File: src/rtl/disp_mem_pkg.sv
// Shared constants and types for the display memory controller.
package disp_mem_pkg;

  localparam int ADDR_W = 10;
  localparam int DEPTH  = 1 << ADDR_W;

  typedef enum logic {
    IDLE,
    CLEAR
  } state_e;

  typedef enum logic [1:0] {
    GNT_NONE,
    GNT_HOST,
    GNT_SCAN,
    GNT_CLR
  } gnt_e;

  // One buffered pixel: its address tag and its value.
  typedef struct packed {
    logic [ADDR_W-1:0] addr;
    logic              data;
  } pix_t;

endpackage

File: src/rtl/pix_fifo2.sv
// Two-entry pixel FIFO between memory read data and the display driver.
module pix_fifo2
  import disp_mem_pkg::*;
(
  input  logic       clk,
  input  logic       reset,
  input  logic       push,
  input  pix_t       push_pix,
  input  logic       pop,
  output pix_t       head,
  output logic [1:0] count
);

  pix_t       ent0_q, ent0_d;
  pix_t       ent1_q, ent1_d;
  logic       rd_ptr_q, rd_ptr_d;
  logic       wr_ptr_q, wr_ptr_d;
  logic [1:0] count_q, count_d;
  logic       do_push, do_pop;

  // NOTE: every signal assigned here gets a default first, so no path leaves a latch.
  always_comb begin
    ent0_d   = ent0_q;
    ent1_d   = ent1_q;
    rd_ptr_d = rd_ptr_q;
    wr_ptr_d = wr_ptr_q;
    do_pop   = pop && (count_q != 2'd0);
    do_push  = push && ((count_q != 2'd2) || do_pop);
    if (do_push) begin
      if (wr_ptr_q) ent1_d = push_pix;
      else          ent0_d = push_pix;
      wr_ptr_d = ~wr_ptr_q;
    end
    if (do_pop) rd_ptr_d = ~rd_ptr_q;
    count_d = count_q + 2'(do_push) - 2'(do_pop);
  end

  // NOTE: the storage entries are reset too, so pix_data/pix_addr come up as zero.
  always_ff @(posedge clk) begin
    if (reset) begin
      ent0_q   <= '0;
      ent1_q   <= '0;
      rd_ptr_q <= 1'b0;
      wr_ptr_q <= 1'b0;
      count_q  <= 2'd0;
    end else begin
      ent0_q   <= ent0_d;
      ent1_q   <= ent1_d;
      rd_ptr_q <= rd_ptr_d;
      wr_ptr_q <= wr_ptr_d;
      count_q  <= count_d;
    end
  end

  assign head  = rd_ptr_q ? ent1_q : ent0_q;
  assign count = count_q;

endmodule

File: src/rtl/disp_mem_ctrl.sv
// Arbitrates the single display-memory port between host, scanner and clear engine.
module disp_mem_ctrl
  import disp_mem_pkg::*;
(
  input  logic              clk,
  input  logic              reset,
  input  logic              h_req,
  input  logic              h_wr,
  input  logic [ADDR_W-1:0] h_addr,
  input  logic              h_wdata,
  output logic              h_gnt,
  output logic              h_rvalid,
  output logic              h_rdata,
  input  logic              clear_start,
  output logic              clear_busy,
  input  logic              scan_en,
  output logic              pix_valid,
  input  logic              pix_ready,
  output logic              pix_data,
  output logic [ADDR_W-1:0] pix_addr,
  output logic              pix_sof,
  output logic              mem_wr,
  output logic [ADDR_W-1:0] mem_addr,
  output logic              mem_d_i,
  input  logic              mem_d_o
);

  state_e            state_q, state_d;
  gnt_e              last_gnt_q, last_gnt_d, gnt;
  logic [ADDR_W-1:0] clr_cnt_q, clr_cnt_d;
  logic [ADDR_W-1:0] scan_ptr_q, scan_ptr_d;
  logic [ADDR_W-1:0] tag_q, tag_d;
  logic [ADDR_W-1:0] mem_addr_q, mem_addr_d;
  logic              inflight_q, inflight_d;
  logic              h_rvalid_q, h_rvalid_d;
  logic [1:0]        fifo_count;
  logic [2:0]        occ;
  logic              pix_pop, scan_req;
  pix_t              head, push_pix;

  always_comb begin
    state_d    = state_q;
    last_gnt_d = last_gnt_q;
    clr_cnt_d  = clr_cnt_q;
    scan_ptr_d = scan_ptr_q;
    tag_d      = tag_q;
    gnt        = GNT_NONE;
    mem_wr     = 1'b0;
    mem_d_i    = 1'b0;
    mem_addr   = mem_addr_q;

    // Occupancy counts the read in flight and credits a pixel leaving this cycle.
    pix_pop  = pix_valid && pix_ready;
    occ      = {1'b0, fifo_count} + {2'b00, inflight_q} - {2'b00, pix_pop};
    scan_req = scan_en && (occ < 3'd2);

    case (state_q)
      IDLE: begin
        if (h_req && scan_req) begin
          gnt        = (last_gnt_q == GNT_SCAN) ? GNT_HOST : GNT_SCAN;
          last_gnt_d = gnt;
        end else if (h_req) begin
          gnt = GNT_HOST;
        end else if (scan_req) begin
          gnt = GNT_SCAN;
        end
        if (clear_start) state_d = CLEAR;
      end
      CLEAR: begin
        gnt       = GNT_CLR;
        clr_cnt_d = clr_cnt_q + 1'b1;
        if (clr_cnt_q == ADDR_W'(DEPTH - 1)) state_d = IDLE;
      end
      default: state_d = IDLE;
    endcase

    case (gnt)
      GNT_HOST: begin
        mem_addr = h_addr;
        mem_wr   = h_wr;
        mem_d_i  = h_wr && h_wdata;
      end
      GNT_SCAN: begin
        mem_addr   = scan_ptr_q;
        scan_ptr_d = scan_ptr_q + 1'b1;
        tag_d      = scan_ptr_q;
      end
      GNT_CLR: begin
        mem_addr = clr_cnt_q;
        mem_wr   = 1'b1;
      end
      default: ;
    endcase

    h_gnt      = (gnt == GNT_HOST);
    h_rvalid_d = h_gnt && !h_wr;
    inflight_d = (gnt == GNT_SCAN);
    mem_addr_d = mem_addr;
  end

  // NOTE: state registers use non-blocking assignment so every flop samples pre-edge values.
  always_ff @(posedge clk) begin
    if (reset) begin
      state_q    <= IDLE;
      last_gnt_q <= GNT_SCAN;
      clr_cnt_q  <= '0;
      scan_ptr_q <= '0;
      tag_q      <= '0;
      mem_addr_q <= '0;
      inflight_q <= 1'b0;
      h_rvalid_q <= 1'b0;
    end else begin
      state_q    <= state_d;
      last_gnt_q <= last_gnt_d;
      clr_cnt_q  <= clr_cnt_d;
      scan_ptr_q <= scan_ptr_d;
      tag_q      <= tag_d;
      mem_addr_q <= mem_addr_d;
      inflight_q <= inflight_d;
      h_rvalid_q <= h_rvalid_d;
    end
  end

  assign push_pix = '{addr: tag_q, data: mem_d_o};

  pix_fifo2 u_fifo (
    .clk      (clk),
    .reset    (reset),
    .push     (inflight_q),
    .push_pix (push_pix),
    .pop      (pix_pop),
    .head     (head),
    .count    (fifo_count)
  );

  assign h_rvalid   = h_rvalid_q;
  assign h_rdata    = h_rvalid_q && mem_d_o;
  assign clear_busy = (state_q == CLEAR);
  assign pix_valid  = (fifo_count != 2'd0);
  assign pix_data   = head.data;
  assign pix_addr   = head.addr;
  assign pix_sof    = pix_valid && (head.addr == '0);

endmodule

File: config.mk
export PLATFORM = sky130hd
export DESIGN_NAME = disp_mem_ctrl
export DESIGN_NICKNAME = d
export VERILOG_FILES = /design/src/rtl/disp_mem_pkg.sv /design/src/rtl/pix_fifo2.sv /design/src/rtl/disp_mem_ctrl.sv
export SDC_FILE = /design/constraint.sdc
export NUM_CORES = 1
export LEC_CHECK = 0
export CAP_MARGIN = 20
export CORE_ASPECT_RATIO = 1.25
export CORE_UTILIZATION = 45
export CTS_BUF_LIST = sky130_fd_sc_hd__clkbuf_4 sky130_fd_sc_hd__clkbuf_8
export DETAILED_ROUTE_END_ITERATION = 6
export GPL_TIMING_DRIVEN = 0
export MAX_ROUTING_LAYER = met4
export PLACE_DENSITY = 0.68
export SLEW_MARGIN = 0
export SYNTH_ARGS = -nofsm -noshare
export SYNTH_HDL_FRONTEND = slang
export SYNTH_SLANG_ARGS = --single-unit
File: constraint.sdc
create_clock -name clk -period 9 [get_ports clk]
set_clock_uncertainty 0.05 [all_clocks]
set_input_delay 0.9 -clock clk [delete_from_list [all_inputs] [get_ports clk]]
set_output_delay 0.9 -clock clk [all_outputs]
set_load 0.02 [all_outputs]
==> results.md, run 1 <==
Run status:
- The flow ran to the end, and the final reports show no timing, DRC or antenna violations.

GRT:
- The pin count of the biggest net entering global routing is 15.
- The wire length of the first global-routing pass is 12400 µm.
- The total global routing overflow is 0.
- The total routing resource utilization after global routing is 22.3%.
- The number of global-route vias before repair is 2627.
- The initial antenna violation count came to 0.

Hold path:
- The worst hold path belongs to the class flop to flop.
- The worst hold path begins at u_fifo.ent1_q[0].

Final layout:
- From synthesis to final layout, the design area changed by 24.1%.
- Cells fill 57.6% of the core in the end.
- The antenna diode count is 0.
- Summing all non-filler instances in the final layout gives an area of 0.00400 mm².
- After filler insertion, the fill cell instance count of the layout stands at 632.
- The layout net count is 453.
- The number of non-filler instances in the completed layout is 523.
- In the final layout, the share of cells above drive strength 1 is 9.93%.

CTS:
- The H-tree depth is 3.
- The CTS clock-pin slew for the worst setup and hold paths is 0.08 ns.
- The count of instances resized after the clock tree is built is 0.
- The total clock sinks is 71.
- The latest clock arrival within the worst-skew pair is 0.35 ns.
- In this run, CTS created clock tree buffers numbering 9.
- The cell at the root of the clock tree is clkbuf_8.
- The number of buffers between clock root and the deepest sink is 2.
- The clock tree from TritonCTS is built.
- After clock tree synthesis, the flow added hold-fix buffers numbering 0.
- The post-CTS setup repair buffer count is 0.

Place:
- The post-placement cell area is 0.00379 mm².
- At the placement stage, the worst setup path has a slack of 3.67 ns.
- The number of instances in the placed design is 507.
- During placement, the flow inserted port buffers numbering 46.
- The half-perimeter wire length after detailed placement is 5280 µm.
- The congestion estimate from routability-driven global placement came to 0.867.

Logic synthesis:
- The most used flip-flop cell after synthesis is dfxtp_1.
- The synthesized design contains 0 enable-type register cells.
- Summed over its instances, the top area cell type makes up 44.2% of the synthesized netlist area.
- The gate count of the mapped netlist is 371.
- The dominant cell type by area after synthesis is dfxtp_1.
- After synthesis, the most frequently instantiated cells are dfxtp_1, nor2_1, nand2_1.
- Counting flops and latches in the post-synthesis netlist gives 71.
- The sequential area share after synthesis is 44.2%.
- The cell area that synthesis handed to floorplanning was 0.00322 mm².
- The post-synth net total is 396.
- Yosys mapped the design onto 43 distinct sky130hd cell types.
- Of all flip-flops after synthesis, the portion carrying an async set or reset was 0%.
- By instance count, the leading cell after synthesis is dfxtp_1.
- Each instance of the synthesized netlist takes up on average 8.67 µm².
- By area the synthesized netlist is led by dfxtp_1, nor2_1, mux2i_1.
- The warning count from the yosys run is 0.

Pwr:
- IR analysis of the VDD net gives a maximum drop of 162 µV.
- The areal power density over the cells is 251 mW/mm².
- Summing internal, switching and leakage power gives 1.00 mW.
- Summed over all cells, the static leakage comes to 1.42 nW.

Timing:
- After layout, the minimum clock period comes to 5.33 ns.
- The peak clock frequency supported by timing is 0.188 GHz.
- At the pin with the least slew margin, the transition time is 0.776 ns.
- Once routing completed, OpenROAD measured the worst setup slack at 3.67 ns.
- Setup repair after global routing left no endpoint under its margin.
- The portion of the clock cycle consumed by the worst path in the final layout is 59.2%.
- The worst hold slack is 0.405 ns.
- The count of endpoints failing hold in the final timing report is 0.
- The count of endpoints failing setup in the final report is 0.
- The number of pins exceeding their max-slew limit in the final report was 0.
- The tightest slew margin relative to the limit is 48.2%.
- For the final routed database, the setup TNS stands at 0 ns.

Floorplanning:
- The placeable core region is 0.00693 mm².
- 48 I/O pins were placed.
- The floorplan step defined a die boundary enclosing 0.00750 mm².
- The effective utilization at floorplan is 46.4%.
- The x dimension of the die is 77.6 µm.
- The die is 96.5 µm tall.
- The placement row count is 34.

Detailed routing:
- The final route contains 2769 vias.
- The ratio of routed vias to standard cells is 5.29.
- The detail-routed net length per standard cell is 14.3 µm.
- The final wirelength is 7500 µm.
- The first detailed-routing pass took 4 iterations.
- The remaining antenna violation count is 0.
- In this run, the number of DRC markers left after iteration 0 of detailed routing was 118.
- For this run, design rule violations remaining after detail routing come to 0.

Worst setup path:
- The worst setup path is captured at an output port.
- The arrival time of data at the critical path endpoint is 4.38 ns.
- The critical path launch point type is an input pin.
- Along the worst path, the maximum fanout reaches 10.
- The required time of the critical path is 8.05 ns.
- The critical path startpoint is pix_ready.
- The worst register-to-register path begins at u_fifo.count[1].
- The type of the worst setup path is input pin to output port.

Flow run:
- Across the run, the number of max-cap violations was 0.
[power breakdown]
part	total (mW)	internal (mW)	switching [mW]	leakage (nW)
registers	0.364	0.343	0.0220	0.576
clock network	0.264	0.131	0.133	0.0968
logic	0.373	0.159	0.214	0.746
[critical path, cell delays in order]
cell             delay [ns]
clkdlybuf4s50_1        0.47
and2_1                 0.16
ha_1                   0.23
inv_1                  0.07
nand2_1                0.06
fa_1                   0.48
nand2_1                0.20
or4b_4                 0.61
buf_2                  0.21
buf_6                  0.16
nor2_1                 0.17
nor3_1                 0.09
clkdlybuf4s50_1        0.54
[logic make-up (layout without fill, tap and decap cells)]
family                     Yosys count  in the layout  synth area share, %
adders and majority gates            6              6                 2.57
DFF                                 71             71                 44.2
AOI/OAI and AO/OA                   49             49                 9.45
buffers and inverters               29             91                 3.81
muxes                               31             31                 10.2
and+or+nand+nor                    171            171                 25.8
xor gates and xnor gates            14             14                 4.04
[cell usage in the layout (no fill, tap or decap), drive strengths merged, types with 5 or more instances in the layout]
cell type      netlist  layout
a21oi               29      29
buf                  8       8
clkbuf              13      22
clkdlybuf4s50        0      46
dfxtp               71      71
ha                   5       5
inv                  8      11
mux2                14      14
mux2i               17      17
nand2               41      41
nand3               16      16
nand4                5       5
nor2                54      54
nor2b                5       5
nor3                14      14
nor4                11      11
o32ai                7       7
xnor2                8       8
xor2                 6       6
[area by class of cell]
class | instances | area [µm²] | share of cell area (%)
plain buffers | 21 | 92.6 | 2.32
clock buffers | 9 | 124 | 3.10
clock inverters | 7 | 80.1 | 2.00
inverters | 8 | 30.0 | 0.752
multi-input cells | 271 | 1670 | 41.9
flip-flops and latches | 71 | 1420 | 35.6
well taps | 90 | 113 | 2.82
repair buffers | 46 | 460 | 11.5
[per-layer routing]
layer  GRT usage (%)  vias to the layer above  share of wire, %
li1                -                     1409                 -
met1            24.5                     1280                44
met2            39.9                       70                50
met3            4.41                       10               4.3
met4            8.96                        0               1.5
met5               -                        -                 0
[state kept, by name (all words and copies together), names as in the netlist]
name,flops
u_fifo.ent0_q,11
inflight_q,1
mem_addr_q,10
h_rvalid,1
u_fifo.count,2
scan_ptr_q,10
u_fifo.rd_ptr_q,1
last_gnt_q,2
clr_cnt_q,10
u_fifo.wr_ptr_q,1
u_fifo.ent1_q,11
tag_q,10
clear_busy,1
[path summary, 6_finish.rpt]
check	depth (start not counted)	slack, ns	endpoint
max	13	3.67	mem_addr[1]
min	2	0.40	u_fifo.ent1_q[0]
max reg2reg	11	5.40	scan_ptr_q[8]
min reg2reg	2	0.40	u_fifo.ent1_q[0]
(Power assumes the default switching activity.)
==> run 2: changes to the inputs <==
clock period = 5.3 ns   (was 9 ns; I/O delays follow)
==> results of run 2 <==
The final DEF is identical to that of run 1. Status: completed.
Among the figures that moved: setup slack after placement 3.67 ns -> 0.706 ns; setup slack after layout 3.67 ns -> 0.549 ns; start point of the critical path pix_ready -> u_fifo.count[1]; register-to-register setup slack 5.40 ns -> 1.70 ns; total power 1.00 mW -> 1.70 mW; worst IR drop on VDD 162 µV -> 275 µV
==> run 3: changes to the inputs <==
SYNTH_HIERARCHICAL = 1   (was not set)
==> run 3 against run 2 <==
Effect of this change:
- worst setup slack got worse by 0.22 ns
- cell area up 6.0%
- worst hold slack improved by 0.0023 ns
- highest routed layer unchanged
- sequential power is 9.5% lower
==> results.md, run 3 <==
CTS:
- Clock-pin slew was measured on the worst setup and hold paths at 0.08 ns.
- The tree is rooted in a clkbuf_8.
- Post-CTS timing repair inserted 0 buffers for setup.
- CTS built an H-tree with a depth of 3.
- The clock tree from TritonCTS is built.
- The count of instances resized after the clock tree is built is 0.
- The total of hold buffers inserted after clock tree synthesis is 0.
- For this design, the sink count on the clock tree is 71.
- No sink is reached through more buffers than the 2 on the longest clock path.
- The number of clock buffers added by TritonCTS is 9.
- The latest clock arrival within the worst-skew pair is 0.33 ns.

Timing:
- Derived from the worst setup path, the maximum achievable clock frequency is 0.201 GHz.
- The portion of the clock cycle consumed by the worst path in the final layout is 93.9%.
- Setup slack on the critical path of the routed design comes to 0.324 ns.
- The worst path needs 4.98 ns of the cycle, external delays included.
- The number of pins exceeding their max-slew limit in the final report is 0.
- Setup repair after global routing left no endpoint under its margin.
- The count of endpoints failing setup in the final report is 0.
- After routing, the total negative slack on setup checks comes to 0 ns.
- The count of endpoints failing hold in the final timing report is 0.
- The worst pin sits at a relative slew slack of 45.1%.
- For the pin with the worst max-slew slack, the measured transition is 0.818 ns.

Floorplanning:
- After floorplanning, the core was sized to cover 0.00736 mm².
- For this design the top-level I/O count stands at 48.
- For this configuration, the core starts out at a cell density of 46.6%.
- The initialized floorplan defines 35 standard-cell rows.
- Measured along the x axis, the die boundary spans 80.0 µm.
- The vertical extent of the die is 99.6 µm.
- The die covers 0.00797 mm².

Final layout:
- From synthesis to final layout, the design area changed by 23.6%.
- The antenna diode count is 0.
- In the final layout, the registers with the most flip-flops are u_fifo/ent0_q (11), u_fifo/ent1_q (11).
- Leaving out fill and tap cells, the most frequent cells in the layout are dfxtp_1, clkdlybuf4s50_1, nand2_1, nor2_1, o21ai_0.
- The fraction of final layout cells sized beyond drive strength 1 is 7.63%.
- In the final design database the tool counted 480 nets.
- Leaving out fill and tap cells, the most frequent cell in the layout is dfxtp_1.

Pwr:
- Of the total power, the share spent switching nets is 25.5%.
- Sequential cells burn 44.4% of the power.
- For this design the total switching power over the nets is 0.322 mW.
- The clock network fraction of design power is 40.7%.
- The areal power density over the cells is 298 mW/mm².
- For this design the static power due to leakage is 1.51 nW.
- IR analysis of the VDD net gives a maximum drop of 175 µV.
- The internal power of the cells totals 0.941 mW.
- The combinational share of power is 14.9%.

Hold path:
- The endpoint of the worst hold-timing path is tag_q[3].
- In this run the worst hold path is classified as flop to flop.
- The origin of the worst min-delay path is tag_q[3].
- The worst hold path passes through 2 cells.

Logic synthesis:
- The count of state elements after synthesis is 71.
- By area the synthesized netlist is led by dfxtp_1, nand2b_1, nor2b_1.
- During synthesis, Yosys emitted a total of 6 warnings.
- The cell area after technology mapping is 0.00343 mm².
- The count of distinct cell types in the synthesized netlist is 45.
- The sequential area share after synthesis is 41.5%.
- Yosys mapped a number of flops with a built-in enable equal to 0.
- In this run the mean area of a mapped cell was 8.61 µm².
- After technology mapping, the gate count stands at 398.
- The most used flip-flop cell after synthesis is dfxtp_1.
- Of the post-synthesis cell area, the dominant cell type holds 41.5%.
- The dominant cell type by area after synthesis is dfxtp_1.
- The commonest cells after synthesis are dfxtp_1, nand2_1, nor2_1.
- The post-synth net total is 423.
- In the post-synthesis netlist, the cell with the most instances is dfxtp_1.
- After synthesis, the share of flip-flops with an asynchronous set or reset is 0%.

Place:
- The half-perimeter wire length after detailed placement is 6080 µm.
- The worst slack at placement is 0.600 ns.
- The final RePlAce weighted congestion is 0.820.
- The count of buffers added on input and output ports is 46.

GRT:
- Entering global routing, the biggest net connects 13 pins.
- The total routing resource utilization after global routing is 23.9%.
- The total global routing overflow is 0.
- The number of global-route vias before repair is 3048.
- The wire length of the first global-routing pass is 14400 µm.
- The initial antenna violation count was 0.

Worst setup path:
- The arrival time of data at the critical path endpoint is 4.40 ns.
- The type of the worst setup path is flop to output port.
- The depth of the critical timing path with buffers and inverters included is 11.
- For flop-to-flop paths, the worst setup slack is 1.65 ns.
- The required time of the critical path is 4.72 ns.
- The path depth of the worst reg2reg path is 10.
- Walking the worst path, the cells encountered are or2_2 > and2_1 > ha_1 > nand2b_1 > fa_1 > xor2_1 > o31ai_1 > buf_2 > o22ai_1 > a211oi_1 > clkdlybuf4s50_1.
- The largest delay contributor family on the critical path is buffers and inverters.
- The category of the worst setup path capture point is an output port.
- The slowest library cell on the worst path is clkdlybuf4s50_1.
- Of all nets on the critical path, the largest fanout is 10.
- In this run the critical register-to-register path is launched from u_fifo/count[1].
- The number of buffers and inverters on the critical path is 2.
- The delay contributed by the slowest stage of the critical path is 0.67 ns.
- In this run the critical register-to-register path is captured at mem_addr_q[9].
- STA classifies the critical path startpoint as a flop.

Detailed routing:
- The total iterations of the first detailed-routing run is 4.
- The detailed-routed wire length on met3 is 292 µm.
- The remaining antenna violation count is 0.
- The total DRC errors in the routed layout is 0.
- The detailed route wirelength on metal2 is 4280 µm.
- The met1 wire length is 3760 µm.
- The detailed router finished its first iteration with 68 violations.
- The final wirelength is 8520 µm.
- In this run the top signal layer used is met4.
- After detailed routing, the average wire length per cell comes to 15.5 µm.
- After detailed routing, the number of vias per cell comes to 5.58.
- The routed layout has 3073 vias.

Flow run:
- The total of max-cap violations is 0.

Run status:
- The flow ran to the end, and the final reports show no timing, DRC or antenna violations.
## run 3: cell types whose count changed in the layout (fill, tap and decap cells not counted), moves of 8 or more
cell / change
o21ai_0: +25
a211oi_1: +9
nand2b_1: +23
nor2_1: -24
nand3_1: -8
nor3_1: -9
a21oi_1: -10
a2111oi_0: +10
nor2b_1: +19
o22ai_1: +9
## run 3: how the worst max path moves through the flow
stage,slack [ns],to,startpoint
6_report,0.32,mem_addr[9],u_fifo/count[1]
5_1_grt,0.16,mem_addr[9],u_fifo/count[1]
4_1_cts,0.36,mem_addr[9],u_fifo/count[1]
3_5_place_dp,0.60,mem_addr[9],pix_ready
3_3_place_gp,0.61,mem_addr[2],pix_ready
2_1_floorplan,1.53,mem_addr[1],u_fifo/count[1]
## run 3: final cells by class
type | instances | area (µm²)
clock inverter | 6 | 109
timing repair buffer | 46 | 460
tap | 92 | 115
multi-input combinational | 297 | 1880
clock buffer | 9 | 124
sequential | 71 | 1420
fill | 712 | 3120
inverter | 6 | 22.5
buffer | 24 | 103
## run 3: power groups by stage
stage / registers, mW / clock network [mW] / logic [mW]
after floorplan: 0.571 / 0 / 0.113
after global placement: 0.572 / 0 / 0.186
after detailed placement: 0.573 / 0 / 0.187
after CTS: 0.561 / 0.522 / 0.189
after global routing: 0.563 / 0.549 / 0.205
final: 0.560 / 0.514 / 0.189
## run 3: logic make-up (layout without fill, tap and decap cells)
family | after synthesis | count (layout) | synth area share, %
AOI/OAI and AO/OA | 85 | 85 | 15.1
xor gates and xnor gates | 15 | 15 | 3.84
adders and majority gates | 6 | 6 | 2.41
buffers and inverters | 30 | 91 | 3.65
DFF | 71 | 71 | 41.5
muxes | 24 | 24 | 7.41
and+or+nand+nor | 167 | 167 | 26.1
## run 3: per-layer routing
layer	track usage [%]	up-vias
li1	-	1521
met1	27.5	1451
met2	40.5	85
met3	3.85	16
met4	10.6	0
met5	-	-
## run 3: stage by stage
step	utilization [%]	total power [mW]	cells	hold slack, ns	cell area, µm²
floorplan	-	0.683	398	0.387	3430
global placement	54.4	0.758	536	0.393	4000
detailed placement	54.4	0.760	536	0.399	4000
CTS	57.6	1.27	551	0.409	4230
global route	57.6	1.32	551	0.430	4230
finish	57.6	1.26	551	0.407	4230
## run 3: worst reg2reg max path, cell delays in order (launching register included)
cell,delay [ns]
dfxtp_1,0.42
or2_2,0.36
and2_1,0.22
ha_1,0.27
nand2b_1,0.15
fa_1,0.41
xor2_1,0.25
o31ai_1,0.49
buf_2,0.34
o22ai_1,0.13
a2111oi_0,0.43
